<file path="config.mk">
export PLATFORM = sky130hd
export DESIGN_NAME = rank_writeback_flat
export DESIGN_NICKNAME = d
export VERILOG_FILES = /design/src/rtl/rank_writeback_if.sv /design/src/rtl/rank_writeback.sv /design/src/flat_wrapper.sv
export SDC_FILE = /design/constraint.sdc
export NUM_CORES = 2
export LEC_CHECK = 0
export CAP_MARGIN = 10
export CELL_PAD_IN_SITES_DETAIL_PLACEMENT = 0
export CELL_PAD_IN_SITES_GLOBAL_PLACEMENT = 1
export CORE_AREA = 2 2 344 346
export DETAILED_ROUTE_END_ITERATION = 10
export DIE_AREA = 0 0 346 348
export PLACE_DENSITY = 0.77
export SLEW_MARGIN = 30
export SYNTH_ARGS = -nofsm -noshare
export SYNTH_HDL_FRONTEND = slang
export SYNTH_SLANG_ARGS = --single-unit
</file>
<file path="constraint.sdc">
create_clock -name clk -period 3 [get_ports clk]
set_clock_uncertainty 0.1 [all_clocks]
set_input_delay 0.6 -clock clk [delete_from_list [all_inputs] [get_ports clk]]
set_output_delay 0.6 -clock clk [all_outputs]
set_load 0.01 [all_outputs]
</file>
<file path="src/rtl/rank_writeback_if.sv">
// AXI4 write-channel bundle (AW/W/B) for the rank writeback engine.
// The engine is master; memory or a bench model is slave.
interface rank_writeback_if;
  logic [15:0]  awid;
  logic [63:0]  awaddr;
  logic [7:0]   awlen;
  logic [2:0]   awsize;
  logic         awvalid;
  logic         awready;
  logic [511:0] wdata;
  logic [63:0]  wstrb;
  logic         wlast;
  logic         wvalid;
  logic         wready;
  logic [1:0]   bresp;
  logic         bvalid;
  logic         bready;

  modport master (
    output awid, awaddr, awlen, awsize, awvalid,
    output wdata, wstrb, wlast, wvalid,
    output bready,
    input  awready, wready, bresp, bvalid
  );

  modport slave (
    input  awid, awaddr, awlen, awsize, awvalid,
    input  wdata, wstrb, wlast, wvalid,
    input  bready,
    output awready, wready, bresp, bvalid
  );
endinterface

</file>
<file path="src/rtl/rank_writeback.sv">
// Packs 64-bit rank values into 512-bit beats and writes them over AXI.
// Optional B-error counter enabled by defining RANK_WB_ERRCNT_EN.
module rank_writeback #(
  parameter int          MAX_OUTSTANDING = 4,
  parameter logic [15:0] AWID            = 16'h0002
) (
  input  logic        clk,
  input  logic        rst,
  input  logic        start,
  input  logic [63:0] base_addr,
  input  logic [63:0] n_values,
  input  logic        in_valid,
  input  logic [63:0] in_data,
  output logic        in_ready,
  rank_writeback_if.master axi,
  output logic        busy,
  output logic        done,
  output logic [15:0] err_count
);

  typedef enum logic [2:0] {
    IDLE, FILL, ISSUE, DRAIN, DONE
  } state_t;

  state_t state_q, state_d;

  logic [63:0]  base_q;
  logic [63:0]  remaining_q;
  logic [2:0]   lane_q;
  logic [57:0]  beat_q;
  logic [3:0]   outstanding_q;
  logic [511:0] wdata_q;
  logic [63:0]  wstrb_q;
  logic [63:0]  awaddr_q;
  logic         awvalid_q;
  logic         wvalid_q;
  logic         issued_q;
  logic         aw_done_q;
  logic         w_done_q;

  logic acc, aw_hs, w_hs, b_take;
  logic both_done, can_issue;

  assign acc       = in_valid & in_ready;
  assign aw_hs     = awvalid_q & axi.awready;
  assign w_hs      = wvalid_q & axi.wready;
  assign b_take    = axi.bvalid & axi.bready
                   & (outstanding_q != 4'd0);
  assign both_done = issued_q
                   & (aw_done_q | aw_hs)
                   & (w_done_q | w_hs);
  assign can_issue = !issued_q
                   && (outstanding_q < 4'(MAX_OUTSTANDING));

  assign in_ready = ~rst & (state_q == FILL);
  assign busy     = ~rst & (state_q != IDLE);
  assign done     = ~rst & (state_q == DONE);

  assign axi.awid    = AWID;
  assign axi.awaddr  = awaddr_q;
  assign axi.awlen   = 8'd0;
  assign axi.awsize  = 3'b110;
  assign axi.awvalid = awvalid_q;
  assign axi.wdata   = wdata_q;
  assign axi.wstrb   = wstrb_q;
  assign axi.wvalid  = wvalid_q;
  assign axi.wlast   = wvalid_q;
  assign axi.bready  = ~rst;

  always_ff @(posedge clk) begin
    if (rst) state_q <= IDLE;
    else     state_q <= state_d;
  end

  always_comb begin
    state_d = state_q;
    unique case (state_q)
      IDLE:
        if (start)
          state_d = (n_values == 64'd0) ? DONE : FILL;
      FILL:
        if (acc && (lane_q == 3'd7
                    || remaining_q == 64'd1))
          state_d = ISSUE;
      ISSUE:
        if (both_done)
          state_d = (remaining_q != 64'd0) ? FILL : DRAIN;
      DRAIN:
        if (outstanding_q == 4'd0) state_d = DONE;
      DONE:
        state_d = IDLE;
      default:
        state_d = IDLE;
    endcase
  end

  always_ff @(posedge clk) begin
    if (rst) begin
      base_q        <= '0;
      remaining_q   <= '0;
      lane_q        <= '0;
      beat_q        <= '0;
      outstanding_q <= '0;
      wdata_q       <= '0;
      wstrb_q       <= '0;
      awaddr_q      <= '0;
      awvalid_q     <= 1'b0;
      wvalid_q      <= 1'b0;
      issued_q      <= 1'b0;
      aw_done_q     <= 1'b0;
      w_done_q      <= 1'b0;
    end else begin
      if (aw_hs) begin
        awvalid_q <= 1'b0;
        aw_done_q <= 1'b1;
      end
      if (w_hs) begin
        wvalid_q <= 1'b0;
        w_done_q <= 1'b1;
      end

      if (state_q == IDLE && start) begin
        base_q      <= {base_addr[63:6], 6'b0};
        remaining_q <= n_values;
        lane_q      <= '0;
        beat_q      <= '0;
        wdata_q     <= '0;
        wstrb_q     <= '0;
        issued_q    <= 1'b0;
        aw_done_q   <= 1'b0;
        w_done_q    <= 1'b0;
      end

      if (state_q == FILL && acc) begin
        for (int i = 0; i < 8; i++) begin
          if (lane_q == 3'(i)) begin
            wdata_q[511-64*i -: 64] <= in_data;
            wstrb_q[63-8*i -: 8]    <= 8'hFF;
          end
        end
        remaining_q <= remaining_q - 64'd1;
        lane_q      <= lane_q + 3'd1;
        awaddr_q    <= base_q + {beat_q, 6'b0};
      end

      if (state_q == ISSUE) begin
        if (can_issue) begin
          awvalid_q <= 1'b1;
          wvalid_q  <= 1'b1;
          issued_q  <= 1'b1;
        end
        // Payload is cleared only after both channels have let go of it.
        if (both_done) begin
          beat_q    <= beat_q + 58'd1;
          lane_q    <= '0;
          wdata_q   <= '0;
          wstrb_q   <= '0;
          issued_q  <= 1'b0;
          aw_done_q <= 1'b0;
          w_done_q  <= 1'b0;
        end
      end

      if (aw_hs && !b_take)
        outstanding_q <= outstanding_q + 4'd1;
      else if (!aw_hs && b_take)
        outstanding_q <= outstanding_q - 4'd1;
    end
  end

`ifdef RANK_WB_ERRCNT_EN
  logic [15:0] err_q;
  logic        unused_bits;

  assign unused_bits = ^base_addr[5:0];

  always_ff @(posedge clk) begin
    if (rst)
      err_q <= '0;
    else if (state_q == IDLE && start)
      err_q <= '0;
    else if (b_take && axi.bresp != 2'b00
             && err_q != 16'hFFFF)
      err_q <= err_q + 16'd1;
  end

  assign err_count = err_q;
`else
  logic unused_bits;

  assign unused_bits = ^{base_addr[5:0], axi.bresp};
  assign err_count   = 16'd0;
`endif

endmodule

</file>
<file path="src/flat_wrapper.sv">
// flat-port wrapper written by rule: the top's interface ports become plain ports
module rank_writeback_flat 
#(
  parameter int          MAX_OUTSTANDING = 4,
  parameter logic [15:0] AWID            = 16'h0002
)
  (clk, rst, start, base_addr, n_values, in_valid, in_data, in_ready, busy, done, err_count, axi_awid, axi_awaddr, axi_awlen, axi_awsize, axi_awvalid, axi_wdata, axi_wstrb, axi_wlast, axi_wvalid, axi_bready, axi_awready, axi_wready, axi_bresp, axi_bvalid);
  rank_writeback_if axi_i ();
  input  logic clk;
  input  logic rst;
  input  logic start;
  input  logic [63:0] base_addr;
  input  logic [63:0] n_values;
  input  logic in_valid;
  input  logic [63:0] in_data;
  output logic in_ready;
  output logic busy;
  output logic done;
  output logic [15:0] err_count;
  output wire logic [$bits(axi_i.awid)-1:0] axi_awid;
  output wire logic [$bits(axi_i.awaddr)-1:0] axi_awaddr;
  output wire logic [$bits(axi_i.awlen)-1:0] axi_awlen;
  output wire logic [$bits(axi_i.awsize)-1:0] axi_awsize;
  output wire logic [$bits(axi_i.awvalid)-1:0] axi_awvalid;
  output wire logic [$bits(axi_i.wdata)-1:0] axi_wdata;
  output wire logic [$bits(axi_i.wstrb)-1:0] axi_wstrb;
  output wire logic [$bits(axi_i.wlast)-1:0] axi_wlast;
  output wire logic [$bits(axi_i.wvalid)-1:0] axi_wvalid;
  output wire logic [$bits(axi_i.bready)-1:0] axi_bready;
  input wire logic [$bits(axi_i.awready)-1:0] axi_awready;
  input wire logic [$bits(axi_i.wready)-1:0] axi_wready;
  input wire logic [$bits(axi_i.bresp)-1:0] axi_bresp;
  input wire logic [$bits(axi_i.bvalid)-1:0] axi_bvalid;
  assign axi_awid = axi_i.awid;
  assign axi_awaddr = axi_i.awaddr;
  assign axi_awlen = axi_i.awlen;
  assign axi_awsize = axi_i.awsize;
  assign axi_awvalid = axi_i.awvalid;
  assign axi_wdata = axi_i.wdata;
  assign axi_wstrb = axi_i.wstrb;
  assign axi_wlast = axi_i.wlast;
  assign axi_wvalid = axi_i.wvalid;
  assign axi_bready = axi_i.bready;
  assign axi_i.awready = axi_awready;
  assign axi_i.wready = axi_wready;
  assign axi_i.bresp = axi_bresp;
  assign axi_i.bvalid = axi_bvalid;
  rank_writeback #(.MAX_OUTSTANDING(MAX_OUTSTANDING), .AWID(AWID)) u_core (.clk(clk), .rst(rst), .start(start), .base_addr(base_addr), .n_values(n_values), .in_valid(in_valid), .in_data(in_data), .in_ready(in_ready), .axi(axi_i), .busy(busy), .done(done), .err_count(err_count));
endmodule
</file>
==> impl_metrics.env <==
export IMPL_antenna_found_initial=7
export IMPL_critPathMaxFanout=5
export IMPL_netlist_area_um2=35050
export IMPL_timing_critical_path_required_ns=3.40
export IMPL_post_detailed_route_wirelength_per_cell_um=22.43
export IMPL_wirelength_mm=156.0
export IMPL_ctsHoldBuffers=0
export IMPL_end_kind="register"
export IMPL_worst_r2r_dst="u_core.remaining_q[48]$_SDFFE_PP0P_"
export IMPL_coreArea_um2=117000
export IMPL_synth_warnings=0
export IMPL_detailedRoute_firstPassIterationCount=6
export IMPL_vias_per_cell=5.075
export IMPL_irDropWorstVdd_mv=0.3928
export IMPL_via_count=35310
export IMPL_ioPinCount=891
export IMPL_timing_final_crit_period_ns=3.181
export IMPL_timing_worst_slew_pin_value_ns=0.9211
export IMPL_async_flop_share_pct=0
export IMPL_clock_sinks=829
export IMPL_grt_start_max_net_pins=146
export IMPL_path_class="reg -> reg"
export IMPL_crit_arrival_ns=3.58
export IMPL_insertion_delay_ns=0.67
export IMPL_synth_compound_area_share_pct=16.52
export IMPL_synth_seq_cells=829
export IMPL_timing_critical_path_from="u_core.remaining_q[16]$_SDFFE_PP0P_"
export IMPL_cts_tree="yes"
export IMPL_flow_area_growth_from_synthesis_pct=43.65
export IMPL_die_width_um=346
export IMPL_finalHoldViolCount=0
export IMPL_post_synth_fa_ha_maj_area_fraction_pct=2.613
export IMPL_die_height_um=348
export IMPL_cts_buffers=94
export IMPL_maxCapViolCount=0
export IMPL_setup_reg_to_reg_worst_slack_ns=-0.18
export IMPL_numPortBuffers=833
export IMPL_dominantRegCellSynth="sky130_fd_sc_hd__dfxtp_1"
export IMPL_cp_start_kind="register"
export IMPL_timing_max_transition_violations_final=0
export IMPL_synth_avg_cell_area_um2=7.832
export IMPL_grt_pass1_vias=33530
export IMPL_place_congestion=0.9165
export IMPL_synth_xor_area_share_pct=2.074
export IMPL_holdCritPathClass="in -> reg"
export IMPL_dpl_hpwl_mm=112.9
export IMPL_synthSimpleGateAreaFrac_pct=24.69
export IMPL_grt_pass1_wl_mm=227.3
export IMPL_worst_r2r_startpoint="u_core.remaining_q[16]$_SDFFE_PP0P_"
export IMPL_initial_core_util_pct=29.96
export IMPL_placement_rows=126
export IMPL_synthMuxAreaShare_pct=0.3070
export IMPL_relSlewSlack_pct=38.40
export IMPL_final_setup_worst_slack_ns=-0.1810
export IMPL_yosys_cell_types_count=77
export IMPL_detail_route_drc_violations=0
export IMPL_clkSlewWorstSetupHoldPaths_ns=0.06
export IMPL_root_buffer="sky130_fd_sc_hd__clkbuf_16"
export IMPL_nFillCells=11700
export IMPL_reg2regPathDepth=7
export IMPL_main_combinational_cell_family_by_area_after_synthesis="simple AND/OR/NAND/NOR gates"
export IMPL_period_share_pct=106.0
export IMPL_violations="setup timing"
export IMPL_h_tree_depth=3
export IMPL_rsz_0062_raised_after_global_routing="true"
export IMPL_synthesis_instances=4475
export IMPL_hold_slack_ns=0.2714
export IMPL_final_layout_size_suffix_gt1_share_pct=11.41
export IMPL_dpl_worst_slack_ns=-0.4714
export IMPL_die_area_um2=120400
export IMPL_setup_viol=15
export IMPL_timing_critical_path_to="u_core.remaining_q[48]$_SDFFE_PP0P_"
export IMPL_drt_first_iter_violations=2685
export IMPL_design_power_uw=25520
export IMPL_power_density_nw_per_um2=507.0
export IMPL_gr_total_overflow=0
export IMPL_cts_buffer_depth=3
export IMPL_run_status="finished with violations"
export IMPL_overall_routing_resource_usage_pct=24.77
export IMPL_antenna_left=0
export IMPL_leakagePower_uw=0.01809
export IMPL_post_synth_edffs=0
export IMPL_portion_of_the_post_synthesis_area_used_by_sequential_elements_pct=47.35
export IMPL_max_clock_freq_mhz=314.4
export IMPL_final_net_count=5625
synthesized netlist by cell type (40+ instances only):
cell | instances | share of area [%]
sky130_fd_sc_hd__xor2_1 | 51 | 1.3
sky130_fd_sc_hd__a21oi_1 | 622 | 8.9
sky130_fd_sc_hd__buf_4 | 112 | 2.4
sky130_fd_sc_hd__nand3_1 | 480 | 6.9
sky130_fd_sc_hd__clkbuf_1 | 258 | 2.8
sky130_fd_sc_hd__dfxtp_1 | 829 | 47
sky130_fd_sc_hd__nor3_1 | 43 | 0.61
sky130_fd_sc_hd__nor2_1 | 169 | 1.8
sky130_fd_sc_hd__buf_1 | 57 | 0.61
sky130_fd_sc_hd__o21ai_0 | 265 | 3.8
sky130_fd_sc_hd__nor4_1 | 40 | 0.71
sky130_fd_sc_hd__ha_1 | 70 | 2.5
sky130_fd_sc_hd__nand2_1 | 1032 | 11
per-stage QoR:
stage               setup TNS [ns]  utilization, %  instance area, um2  cells
floorplan                  -0.3486               -               35250   4522
global placement            -3.951           39.90               46680   6785
detailed placement          -4.845           39.90               46680   6785
CTS                         -1.128           42.74               50000   6948
global route                -3.878           43.04               50350   6956
finish                      -1.141           43.04               50350   6957
layout by cell type (no fill, tap or decap), types with 10 or more instances in the layout:
| cell | count |
|---|---|
| sky130_fd_sc_hd__nor2_1 | 166 |
| sky130_fd_sc_hd__o211ai_1 | 25 |
| sky130_fd_sc_hd__buf_4 | 281 |
| sky130_fd_sc_hd__clkdlybuf4s50_1 | 832 |
| sky130_fd_sc_hd__a21oi_2 | 12 |
| sky130_fd_sc_hd__buf_12 | 54 |
| sky130_fd_sc_hd__xor2_1 | 51 |
| sky130_fd_sc_hd__or2_2 | 13 |
| sky130_fd_sc_hd__nand2b_1 | 10 |
| sky130_fd_sc_hd__o21bai_1 | 13 |
| sky130_fd_sc_hd__clkbuf_1 | 18 |
| sky130_fd_sc_hd__dfxtp_1 | 823 |
| sky130_fd_sc_hd__o21ai_1 | 10 |
| sky130_fd_sc_hd__a31oi_1 | 18 |
| sky130_fd_sc_hd__xnor2_1 | 32 |
| sky130_fd_sc_hd__clkbuf_16 | 95 |
| sky130_fd_sc_hd__nand4_1 | 39 |
| sky130_fd_sc_hd__a21o_1 | 35 |
| sky130_fd_sc_hd__conb_1 | 49 |
| sky130_fd_sc_hd__ha_1 | 67 |
| sky130_fd_sc_hd__o21ai_0 | 252 |
| sky130_fd_sc_hd__or3_1 | 20 |
| sky130_fd_sc_hd__clkbuf_8 | 21 |
| sky130_fd_sc_hd__a21oi_1 | 608 |
| sky130_fd_sc_hd__nor3_1 | 40 |
| sky130_fd_sc_hd__inv_1 | 32 |
| sky130_fd_sc_hd__a22oi_1 | 11 |
| sky130_fd_sc_hd__and3_1 | 21 |
| sky130_fd_sc_hd__nand3_1 | 473 |
| sky130_fd_sc_hd__nand2_1 | 1025 |
| sky130_fd_sc_hd__nor4_1 | 34 |
sequential cells by signal (all words and copies together), names as in the netlist:
signal,flops
u_core.issued_q,1
u_core.axi.wlast,1
u_core.base_q,58
u_core.outstanding_q,4
u_core.aw_done_q,1
u_core.axi.wstrb,64
u_core.axi.awaddr,58
u_core.axi.awvalid,1
u_core.beat_q,58
u_core.axi.wdata,512
u_core.lane_q,3
u_core.remaining_q,64
u_core.state_q,3
u_core.w_done_q,1
critical path, stage by stage (launching register included):
cell and delay, ns:
sky130_fd_sc_hd__dfxtp_2 0.31, sky130_fd_sc_hd__or4_4 0.52, sky130_fd_sc_hd__or4b_4 0.52, sky130_fd_sc_hd__or4_4 0.55, sky130_fd_sc_hd__or3_4 0.44, sky130_fd_sc_hd__or4_1 0.40
sky130_fd_sc_hd__nand3_1 0.09, sky130_fd_sc_hd__a21oi_1 0.06
kinds of logic after synthesis:
group | Yosys count
fa+ha+maj | 72
flops | 829
simple gates | 1942
xor+xnor | 83
buf+inv | 473
compound gates | 1064
mux | 10
other cells | 2
how the worst min path moves through the flow:
stage                                         from                                   end  depth (start not counted)
2_1_floorplan  u_core.remaining_q[48]$_SDFFE_PP0P_   u_core.remaining_q[48]$_SDFFE_PP0P_                          2
3_3_place_gp       u_core.axi.wstrb[33]$_SDFF_PP0_       u_core.axi.wstrb[33]$_SDFF_PP0_                          2
3_5_place_dp       u_core.axi.wstrb[47]$_SDFF_PP0_       u_core.axi.wstrb[47]$_SDFF_PP0_                          2
4_1_cts                                        rst  u_core.outstanding_q[3]$_SDFFE_PP0P_                          3
5_1_grt                                        rst  u_core.outstanding_q[3]$_SDFFE_PP0P_                          3
6_report                                       rst  u_core.outstanding_q[3]$_SDFFE_PP0P_                          3
what timing repair did:
action                                  4_1_cts  5_1_grt
cloned                                        0        0
pin swaps                                    16       33
gates resized for setup                      32       68
endpoints found under the setup margin       35       56
buffers inserted                              1        6
final cells by class:
class | instances | area [um2] | area share (%)
clock buffers | 134 | 2734 | 5.430
well taps | 1536 | 1922 | 3.817
clock inverters | 28 | 471.7 | 0.9369
flip-flops and latches | 829 | 16600 | 32.98
repair buffers | 1173 | 11590 | 23.02
diodes | 3 | 7.507 | 0.01491
inverters | 34 | 127.6 | 0.2535
multi-input cells | 3220 | 16890 | 33.55
where the power goes:
group	internal, uW	switching (uW)	leakage, uW
clock network	7050	4990	0.00156
logic	845	1330	0.00983
registers	11200	127	0.00670
total	19100	6450	0.0181
layer usage:
layer  vias to the layer above  routed length (um)  part of all wire, %  global-route usage, %
met5                         -                  13               0.0083                      0
met4                         2                6425                  4.1                  10.03
met3                       234               12590                  8.1                  6.896
met2                      1275               73860                   47                  41.38
met1                     16860               63150                   40                  29.99
li1                      16940                   -                    -                      -
(Power assumes the default switching activity.)
